**config.mk**
```make
export PLATFORM = sky130hd
export DESIGN_NAME = multi_cycle_control_unit
export DESIGN_NICKNAME = d
export VERILOG_FILES = /design/src/rtl/multi_cycle_control_unit.sv
export SDC_FILE = /design/constraint.sdc
export NUM_CORES = 1
export LEC_CHECK = 0
export BUFFER_PORTS_ARGS = -buffer_cell sky130_fd_sc_hd__buf_4
export CAP_MARGIN = 20
export CORE_MARGIN = 5
export CORE_UTILIZATION = 43
export CTS_CLUSTER_DIAMETER = 150
export DETAILED_ROUTE_END_ITERATION = 12
export PLACE_DENSITY = 0.78
export SKIP_CTS_REPAIR_TIMING = 1
export SYNTH_ARGS = -nofsm -noshare
export SYNTH_HDL_FRONTEND = slang
export SYNTH_SLANG_ARGS = --single-unit
```
**constraint.sdc**
```tcl
create_clock -name clk -period 1.5 [get_ports clk]
set_input_delay 0.075 -clock clk [delete_from_list [all_inputs] [get_ports clk]]
set_output_delay 0.075 -clock clk [all_outputs]
set_load 0.005 [all_outputs]
```
**src/rtl/multi_cycle_control_unit.sv**
```systemverilog
// Sequencing FSM for the multi-cycle RV32I datapath. It drives every datapath select and
// write-enable from the current state, the opcode, the branch result and the memory handshake.
module multi_cycle_control_unit (
  input  logic       clk,
  input  logic       reset_n,
  input  logic [6:0] opcode,
  input  logic       bcond,
  input  logic       halt_req,
  input  logic       mem_ready,
  output logic       pc_write,
  output logic       pc_source,
  output logic       i_or_d,
  output logic       mem_read,
  output logic       mem_write,
  output logic       ir_write,
  output logic       mdr_write,
  output logic       reg_write,
  output logic       mem_to_reg,
  output logic       alu_src_a,
  output logic [1:0] alu_src_b,
  output logic [1:0] alu_op,
  output logic       alu_out_write,
  output logic       is_halted,
  output logic [2:0] state
);

  localparam logic [6:0] OpRType  = 7'b0110011;
  localparam logic [6:0] OpIArith = 7'b0010011;
  localparam logic [6:0] OpLoad   = 7'b0000011;
  localparam logic [6:0] OpStore  = 7'b0100011;
  localparam logic [6:0] OpBranch = 7'b1100011;
  localparam logic [6:0] OpJal    = 7'b1101111;
  localparam logic [6:0] OpJalr   = 7'b1100111;
  localparam logic [6:0] OpEcall  = 7'b1110011;

  localparam logic [1:0] SrcBReg  = 2'd0;
  localparam logic [1:0] SrcBFour = 2'd1;
  localparam logic [1:0] SrcBImm  = 2'd2;

  localparam logic [1:0] AluAdd    = 2'd0;
  localparam logic [1:0] AluBranch = 2'd1;
  localparam logic [1:0] AluFunct  = 2'd2;

  typedef enum logic [2:0] {
    StIf      = 3'd0,
    StId      = 3'd1,
    StEx      = 3'd2,
    StMem     = 3'd3,
    StWb      = 3'd4,
    StBrTaken = 3'd5,
    StHalt    = 3'd6
  } state_e;

  state_e state_q, state_d;

  always_ff @(posedge clk or negedge reset_n) begin
    if (!reset_n) begin
      state_q <= StIf;
    end else begin
      state_q <= state_d;
    end
  end

  always_comb begin
    state_d       = state_q;
    pc_write      = 1'b0;
    pc_source     = 1'b0;
    i_or_d        = 1'b0;
    mem_read      = 1'b0;
    mem_write     = 1'b0;
    ir_write      = 1'b0;
    mdr_write     = 1'b0;
    reg_write     = 1'b0;
    mem_to_reg    = 1'b0;
    alu_src_a     = 1'b0;
    alu_src_b     = SrcBReg;
    alu_op        = AluAdd;
    alu_out_write = 1'b0;
    is_halted     = 1'b0;

    case (state_q)
      StIf: begin
        mem_read = 1'b1;
        if (mem_ready) begin
          ir_write = 1'b1;
          state_d  = StId;
        end
      end

      // ALUOut = PC + 4, later used as the fall-through PC and the link value.
      StId: begin
        alu_src_b     = SrcBFour;
        alu_out_write = 1'b1;
        state_d       = StEx;
      end

      StEx: begin
        case (opcode)
          OpRType, OpIArith: begin
            alu_src_a     = 1'b1;
            alu_src_b     = (opcode == OpIArith) ? SrcBImm : SrcBReg;
            alu_op        = AluFunct;
            alu_out_write = 1'b1;
            state_d       = StWb;
          end
          OpLoad, OpStore: begin
            alu_src_a     = 1'b1;
            alu_src_b     = SrcBImm;
            alu_out_write = 1'b1;
            state_d       = StMem;
          end
          OpBranch: begin
            alu_src_a = 1'b1;
            alu_op    = AluBranch;
            if (bcond) begin
              state_d = StBrTaken;
            end else begin
              pc_write  = 1'b1;
              pc_source = 1'b1;
              state_d   = StIf;
            end
          end
          // Live ALU computes the target while ALUOut still holds PC + 4 for rd.
          OpJal, OpJalr: begin
            alu_src_a = (opcode == OpJalr);
            alu_src_b = SrcBImm;
            pc_write  = 1'b1;
            reg_write = 1'b1;
            state_d   = StIf;
          end
          OpEcall: begin
            if (halt_req) begin
              state_d = StHalt;
            end else begin
              pc_write  = 1'b1;
              pc_source = 1'b1;
              state_d   = StIf;
            end
          end
          default: begin
            pc_write  = 1'b1;
            pc_source = 1'b1;
            state_d   = StIf;
          end
        endcase
      end

      StMem: begin
        i_or_d = 1'b1;
        if (opcode == OpStore) begin
          mem_write = 1'b1;
          if (mem_ready) begin
            alu_src_b = SrcBFour;
            pc_write  = 1'b1;
            state_d   = StIf;
          end
        end else begin
          mem_read = 1'b1;
          if (mem_ready) begin
            mdr_write = 1'b1;
            state_d   = StWb;
          end
        end
      end

      StWb: begin
        reg_write  = 1'b1;
        mem_to_reg = (opcode == OpLoad);
        alu_src_b  = SrcBFour;
        pc_write   = 1'b1;
        state_d    = StIf;
      end

      StBrTaken: begin
        alu_src_b = SrcBImm;
        pc_write  = 1'b1;
        state_d   = StIf;
      end

      StHalt: begin
        is_halted = 1'b1;
      end

      default: begin
        state_d = StIf;
      end
    endcase

    // Reset gates every output combinationally so nothing fires while reset_n is low.
    if (!reset_n) begin
      state_d       = StIf;
      pc_write      = 1'b0;
      pc_source     = 1'b0;
      i_or_d        = 1'b0;
      mem_read      = 1'b0;
      mem_write     = 1'b0;
      ir_write      = 1'b0;
      mdr_write     = 1'b0;
      reg_write     = 1'b0;
      mem_to_reg    = 1'b0;
      alu_src_a     = 1'b0;
      alu_src_b     = SrcBReg;
      alu_op        = AluAdd;
      alu_out_write = 1'b0;
      is_halted     = 1'b0;
    end
  end

  assign state = state_q;

endmodule
```
==> results of run 1 <==
metrics by stage:
step	utilization, %	worst slack (ns)	power [W]
4_1_cts	63.29	-0.08694	0.0003767
5_1_grt	70.01	-0.08808	0.0004284
2_1_floorplan	-	0.2285	0.0001752
3_5_place_dp	61.25	0.1207	0.0002319
6_report	70.01	0.007402	0.0003952
3_3_place_gp	61.25	0.1607	0.0002297
kinds of logic (layout without fill, tap and decap cells):
family / after synthesis / in the layout / synth area share (%)
AND/OR/NAND/NOR: 45 / 45 / 46.27
AO/OA/AOI/OAI: 21 / 21 / 26.31
buffers and inverters: 11 / 45 / 10.75
flip-flops: 3 / 3 / 13.16
XOR/XNOR: 1 / 1 / 1.535
multiplexers: 1 / 1 / 1.974
cell type report:
| cell class | instances | area (um2) | area share [%] |
|---|---|---|---|
| inverters | 3 | 13.76 | 1.530 |
| multi-input cells | 68 | 471.7 | 52.43 |
| well taps | 15 | 18.77 | 2.086 |
| flip-flops and latches | 3 | 77.57 | 8.623 |
| clock buffers | 4 | 26.28 | 2.921 |
| repair buffers | 38 | 291.5 | 32.41 |
how the worst min path moves through the flow:
stage | slack, ns | from | cells after the start | endpoint
2_1_floorplan | -0.22 | reset_n | 0 | state[0]
3_3_place_gp | -0.1 | reset_n | 1 | state[0]
3_5_place_dp | -0.1 | reset_n | 1 | state[0]
4_1_cts | -0.34 | reset_n | 1 | state[0]
5_1_grt | 0.04 | mem_ready | 2 | state[0]
6_report | 0.04 | mem_ready | 2 | state[0]
power breakdown:
| group | switching [W] | total (W) | internal (W) | leakage, nW |
|---|---|---|---|---|
| clock network | 0.0000458 | 0.000146 | 0.0000999 | 0.0150 |
| registers | 0.00000598 | 0.0000913 | 0.0000854 | 0.0373 |
| logic | 0.0000779 | 0.000158 | 0.0000803 | 0.354 |
placed cells by master, fill, tap and decap left out, types with 2 or more instances in the layout:
cell | Yosys | routed
or3_1 | 2 | 2
nor3_1 | 3 | 2
nor2b_2 | 0 | 2
clkbuf_4 | 0 | 3
nor2_1 | 8 | 5
o21ai_0 | 2 | 2
a21oi_1 | 7 | 6
and3_1 | 2 | 2
inv_1 | 2 | 2
nor2_2 | 0 | 2
dfrtp_2 | 0 | 2
a21boi_1 | 2 | 2
nand4_1 | 2 | 2
buf_4 | 4 | 36
nand2_1 | 8 | 8
nand2b_1 | 2 | 2
nor2b_1 | 4 | 2
nand3_1 | 6 | 5
a211oi_1 | 2 | 2
worst max-delay path, cell delays in order, from the launching register on:
cell     delay (ns)
dfrtp_2        0.44
inv_4          0.07
nor4_2         0.27
a21oi_1        0.07
nor3b_1        0.19
buf_4          0.14
layer usage:
| metal | part of all wire [%] | GRT usage (%) | vias up |
|---|---|---|---|
| li1 | - | - | 368 |
| met3 | 9.9 | 4.297 | 6 |
| met1 | 41 | 22.53 | 328 |
| met2 | 47 | 27.47 | 40 |
| met5 | 0 | 0 | - |
| met4 | 2.2 | 8.523 | 0 |
==> impl_metrics.yaml, run 1 <==
yosys:
  synth-main-ff-cell: "dfrtp_1"
  synth_async_sr_flop_share_pct: 100.0
  synth_area_leaders: "dfrtp_1 (13%), a21oi_1 (6.1%), nand3_1 (5.3%), buf_4 (5.3%), nand2_1 (5.3%)"
  ys_warn_count: 0
  synthTopCellsByCount: "nand2_1 (8), nor2_1 (8), a21oi_1 (7), nand3_1 (6)"
  yosysTopAreaCellShare_pct: 13.16
  synth-seq-cells: 3
  ys_types: 36
  synth_fp_nets: 94
  synth_edf_count: 0
  syn_inst: 82
  ys_seq_area_share_pct: 13.16
  syn_area_um2: 570.5
  avgSynthCellArea_um2: 6.958
  yosys.area.top_type: "dfrtp_1"
critical_path:
  rrSetupSlack_ns: 0.10
  startpoint: "state[1]"
  r2r_start: "state[2]"
  critPathLaunchType: "flop"
  r2r-end: "state[2]"
  worstPathArrival_ns: 1.42
  crit_required_ns: 1.42
  critPathMaxFanout: 7
  worstSetupPathType: "reg -> out"
  endpoint_kind: "primary output"
  crit_end: "reg_write"
  rr_worst_depth: 5
timing:
  grt_setup_unrepaired: "true"
  period_share_pct: 99.51
  holdWs_ns: 0.04458
  skew_ns: 0.0002745
  max_freq_ghz: 0.6700
  setup_viol: 0
  slew_violations: 0
  maxSlewHeadroom_pct: 76.41
  hold_violations: 0
  worst_pin_slew_ns: 0.3539
  min_period_ns: 1.493
  timing.setup.tns_ns: 0
grt:
  antenna_found_initial: 0
  grt_pass1_vias: 626
  grt_pass1_wl_um: 2773
  grt_max_degree: 14
  grt-ovfl-total: 0
  track_usage_pct: 17.69
clocking:
  cts_tree: "built"
  clock_latency_ns: 0.24
  root_buffer: "clkbuf_4"
  cts_buffers: 3
  clockBufferDepth: 2
  h-tree-depth: 1
  clkSinkCount: 3
  path_clk_slew_ns: 0.04
route:
  ant_nets: 0
  vias_per_cell: 5.664
  dr.pass1.iters: 4
  drc: 0
  wl_per_cell_um: 14.44
  vias: 742
  drt_iter0_markers: 33
  routed_wl_um: 1892
finish:
  num_antenna_cells: 0
  nNetsFinal: 129
  final_area_um2: 899.6
  area_growth_pct: 57.68
  num-fill-cells: 106
  drive_above_1_share_pct: 50.00
  final_cells: 131
  largest_reg_flops: 3
flow_run:
  drv_cap: 0
pwr:
  ir_worst_vdd_mv: 0.3011
  p_leak_nw: 0.4063
  power_density_mw_per_mm2: 439.3
worst_hold_path:
  min_path_type: "in -> reg"
floorplanning:
  dieArea_mm2: 0.002155
  num_rows: 13
  num_io_pins: 31
  die_y_um: 46.43
  dieWidth_um: 46.43
  core-area_mm2: 0.001285
  start_util_pct: 44.40
place:
  dpl-instance-area_um2: 787.0
  dp_hpwl_um: 1367
  routabilityCongestion: 0.8763
  numPortBuffers: 30
  placed_cells: 122
outcome:
  status: "finished, final reports clean"
Note: power is estimated with default switching activity, not from simulation.
==> run 2: changes to the inputs <==
CORE_AREA = 5 5 42 44   (was not set)
CORE_MARGIN = not set   (was 5)
CORE_UTILIZATION = not set   (was 43)
CTS_BUF_LIST = sky130_fd_sc_hd__clkbuf_4 sky130_fd_sc_hd__clkbuf_8   (was not set)
DIE_AREA = 0 0 47 49   (was not set)
PLACE_DENSITY = 0.77   (was 0.78)
SKIP_LAST_GASP = 1   (was not set)
clock period = 1.81 ns   (was 1.5 ns; I/O delays follow)
==> impl_metrics.yaml, run 2 (synthesis results as in run 1) <==
outcome:
  status: "finished, final reports clean"
timing:
  setup_slack_ns: 0.1402
  min_period_ns: 1.670
  maxSlewHeadroom_pct: 71.10
  period_share_pct: 92.25
  worst_pin_slew_ns: 0.4335
  skew_ns: 0.001138
  slew_violations: 0
  max_freq_ghz: 0.5989
  setup_viol: 0
  grt_setup_unrepaired: "false"
  timing.setup.tns_ns: 0
  hold_violations: 0
place:
  dp_hpwl_um: 1337
  placed_cells: 121
  routabilityCongestion: 0.8484
  numPortBuffers: 30
  dp_slack_ns: 0.2630
grt:
  grt-ovfl-total: 0
  antenna_found_initial: 0
  grt_max_degree: 15
  grt_pass1_vias: 619
  grt_pass1_wl_um: 2628
  track_usage_pct: 15.30
floorplanning:
  die_y_um: 49
  start_util_pct: 40.71
  num_io_pins: 31
  dieWidth_um: 47
  core-area_mm2: 0.001401
  num_rows: 14
  dieArea_mm2: 0.002303
clocking:
  cts_tree: "built"
  clkSinkCount: 3
  clockBufferDepth: 2
  h-tree-depth: 1
  path_clk_slew_ns: 0.04
  cts_buffers: 3
  root_buffer: "clkbuf_4"
  clock_latency_ns: 0.23
critical_path:
  worstPathArrival_ns: 1.58
  rrSetupSlack_ns: 0.26
  path_cells: "inv_2 > nor2_1 > nand2_1 > o21ai_1 > buf_4"
  r2r_start: "state[2]"
  critPathLaunchType: "flop"
  crit_slowest_cell: "dfrtp_1"
  r2r-end: "state[2]"
  crit_required_ns: 1.72
  endpoint_kind: "primary output"
  rr_worst_depth: 4
  cpPeakStageDelay_ns: 0.57
  critPathMaxFanout: 12
  worstSetupPathType: "reg -> out"
finish:
  area_growth_pct: 42.54
  nNetsFinal: 123
  mostFrequentLayoutCell: "buf_4"
  postLayoutCoreUtil_pct: 58.04
  mostFrequentLayoutCells: "buf_4 (31), nand2_1 (8), nor2_1 (8), a21oi_1 (7), nand3_1 (6)"
  final_cells: 126
  largest_reg_flops: 3
  drive_above_1_share_pct: 38.18
  num_antenna_cells: 0
  num-fill-cells: 153
pwr:
  p_total_w: 0.0003214
  ir_worst_vdd_mv: 0.2097
  p_leak_nw: 0.3789
  power_density_mw_per_mm2: 395.2
route:
  vias: 707
  drc: 0
  drt_iter0_markers: 23
  ant_nets: 0
  vias_per_cell: 5.611
  routed_wl_um: 1693
  dr.pass1.iters: 4
  wl_per_cell_um: 13.44
worst_hold_path:
  hold_path_depth: 2
  hp-start: "mem_ready"
  worstHoldEndpoint: "state[0]"
  min_path_type: "in -> reg"
flow_run:
  drv_cap: 0
## run 2: changes by cell type in the layout (fill, tap and decap cells not counted), sizes merged
cell | before | now
buf | 37 | 31
## run 2: area by class of cell
class,instances,area [um2],area share (%)
inverter,3,11.26,1.385
timing repair buffer,32,242.7,29.85
multi-input combinational,68,434.2,53.38
sequential,3,75.07,9.231
tap,16,20.02,2.462
clock buffer,4,30.03,3.692
## run 2: through the flow
| step | hold slack [ns] | instance area, um2 |
|---|---|---|
| after floorplan | -0.2051 | 570.5 |
| after global placement | -0.08251 | 773.2 |
| after detailed placement | -0.08060 | 773.2 |
| after CTS | -0.3285 | 803.3 |
| after global routing | 0.05976 | 813.3 |
| final | 0.06935 | 813.3 |
## run 2: layer usage
layer,up-vias,track usage (%),share of wire [%]
met4,0,8.295,1.4
met5,-,0,0
met2,39,21.95,46
met3,4,4.059,9.6
met1,312,20.09,43
li1,352,-,-
## run 2: worst max-delay path by stage
stage	startpoint	end	slack [ns]	cells past startpoint
floorplan	state[2]	state[2]	0.54	4
global placement	state[2]	state[2]	0.34	4
detailed placement	state[2]	state[2]	0.26	4
CTS	state[2]	pc_write	0.15	4
global route	state[1]	reg_write	0.02	5
finish	state[1]	alu_src_b[1]	0.14	5
## run 2: worst max-delay path: cells and delay by family, from the launching register on
kind	cells	cell delay, ns
buf+inv	2	0.23
flops	1	0.57
compound gates	1	0.16
simple gates	2	0.39
## run 2: where the power goes
part           switching (W)  internal [W]
Clock              0.0000327     0.0000974
Sequential        0.00000649     0.0000705
Combinational      0.0000557     0.0000586
==> run 3: changes to the inputs <==
BUFFER_PORTS_ARGS = not set   (was -buffer_cell sky130_fd_sc_hd__buf_4)
DONT_BUFFER_PORTS = 1   (was not set)
PLACE_DENSITY = 0.57   (was 0.77)
SLEW_MARGIN = 20   (was not set)
==> impl_metrics.yaml, run 3 (synthesis results as in run 1) <==
place:
  routabilityCongestion: 0.7637
  dpl-instance-area_um2: 555.5
  dp_hpwl_um: 1242
  numPortBuffers: 0
grt:
  grt-ovfl-total: 0
  grt_max_degree: 14
  grt_pass1_vias: 575
  antenna_found_initial: 0
  track_usage_pct: 14.29
  grt_pass1_wl_um: 2525
clocking:
  h-tree-depth: 1
  clockBufferDepth: 2
  cts_tree: "built"
  clock_latency_ns: 0.25
  path_clk_slew_ns: 0.04
  root_buffer: "clkbuf_4"
  clkSinkCount: 3
  cts_buffers: 3
critical_path:
  path_cells: "inv_2 > nor4_1 > a21oi_1 > nor3b_1"
  endpoint_kind: "primary output"
  cpPeakStageDelay_ns: 0.57
  critPathLaunchType: "flop"
  cp_num_buf_inv: 1
  worstPathArrival_ns: 1.54
  critPathMaxFanout: 12
  worstSetupPathType: "reg -> out"
  crit_slowest_cell: "dfrtp_1"
  crit_required_ns: 1.72
  cp_top_family: "flip-flops"
worst_hold_path:
  min_path_type: "in -> reg"
timing:
  hold_violations: 0
  maxSlewHeadroom_pct: 74.20
  setup_viol: 0
  skew_ns: 0.005124
  worst_pin_slew_ns: 0.3869
  grt_setup_unrepaired: "false"
  period_share_pct: 90.31
  slew_violations: 0
  max_freq_ghz: 0.6118
  min_period_ns: 1.635
  timing.setup.tns_ns: 0
floorplanning:
  dieWidth_um: 47
  num_io_pins: 31
  start_util_pct: 40.71
  dieArea_mm2: 0.002303
  num_rows: 14
  die_y_um: 49
  core-area_mm2: 0.001401
finish:
  num_antenna_cells: 0
  largest_reg_flops: 3
  nNetsFinal: 95
  drive_above_1_share_pct: 15.85
  postLayoutCoreUtil_pct: 43.21
  area_growth_pct: 6.140
  final_area_um2: 605.6
  mostFrequentLayoutCells: "nand2_1 (8), nor2_1 (8), a21oi_1 (7), nand3_1 (6)"
pwr:
  power_density_mw_per_mm2: 477.8
  p_total_w: 0.0002894
  p_leak_nw: 0.2335
  ir_worst_vdd_mv: 0.2347
route:
  drc: 0
  routed_wl_um: 1621
  dr.pass1.iters: 4
  drt_iter0_markers: 12
  ant_nets: 0
  vias: 607
  wl_per_cell_um: 16.54
  vias_per_cell: 6.194
flow_run:
  drv_cap: 0
outcome:
  status: "finished, final reports clean"
==> run 3: path summary, 6_finish.rpt <==
path	start	to	slack (ns)	depth (start not counted)
setup / recovery	state[1]	reg_write	0.18	4
hold / removal	mem_ready	state[0]	0.06	2
setup reg to reg	state[1]	state[2]	0.30	4
hold reg to reg	state[0]	state[0]	0.66	2
max in group asynchronous	reset_n	state[2]	1.53	1
min in group asynchronous	reset_n	state[1]	0.11	1
==> run 3: stage by stage <==
| stage | setup slack (ns) | hold slack [ns] | std cells |
|---|---|---|---|
| floorplan | 0.5385 | -0.2051 | 82 |
| global placement | 0.3689 | -0.2049 | 92 |
| detailed placement | 0.2993 | -0.2049 | 92 |
| CTS | 0.1704 | -0.4653 | 96 |
| global route | 0.02134 | 0.06879 | 98 |
| finish | 0.1755 | 0.05984 | 98 |
==> run 3: where the power goes <==
group / total (W) / switching (W) / internal [W] / leakage, nW
logic: 0.0000698 / 0.0000367 / 0.0000332 / 0.175
registers: 0.0000755 / 0.00000516 / 0.0000703 / 0.0405
clock network: 0.000144 / 0.0000458 / 0.0000983 / 0.0184
==> run 3: final cells by class <==
class | count | area, um2
clock buffers | 4 | 30.03
fillers | 166 | 795.8
inverters | 3 | 11.26
multi-input cells | 68 | 434.2
flip-flops and latches | 3 | 75.07
well taps | 16 | 20.02
repair buffers | 4 | 35.03
==> run 3: routing by layer <==
metal / track usage [%] / wire length (um)
met3: 8.118 / 218
met4: 2.765 / 8
met5: 0 / 0
met2: 21.72 / 747
met1: 17.32 / 647
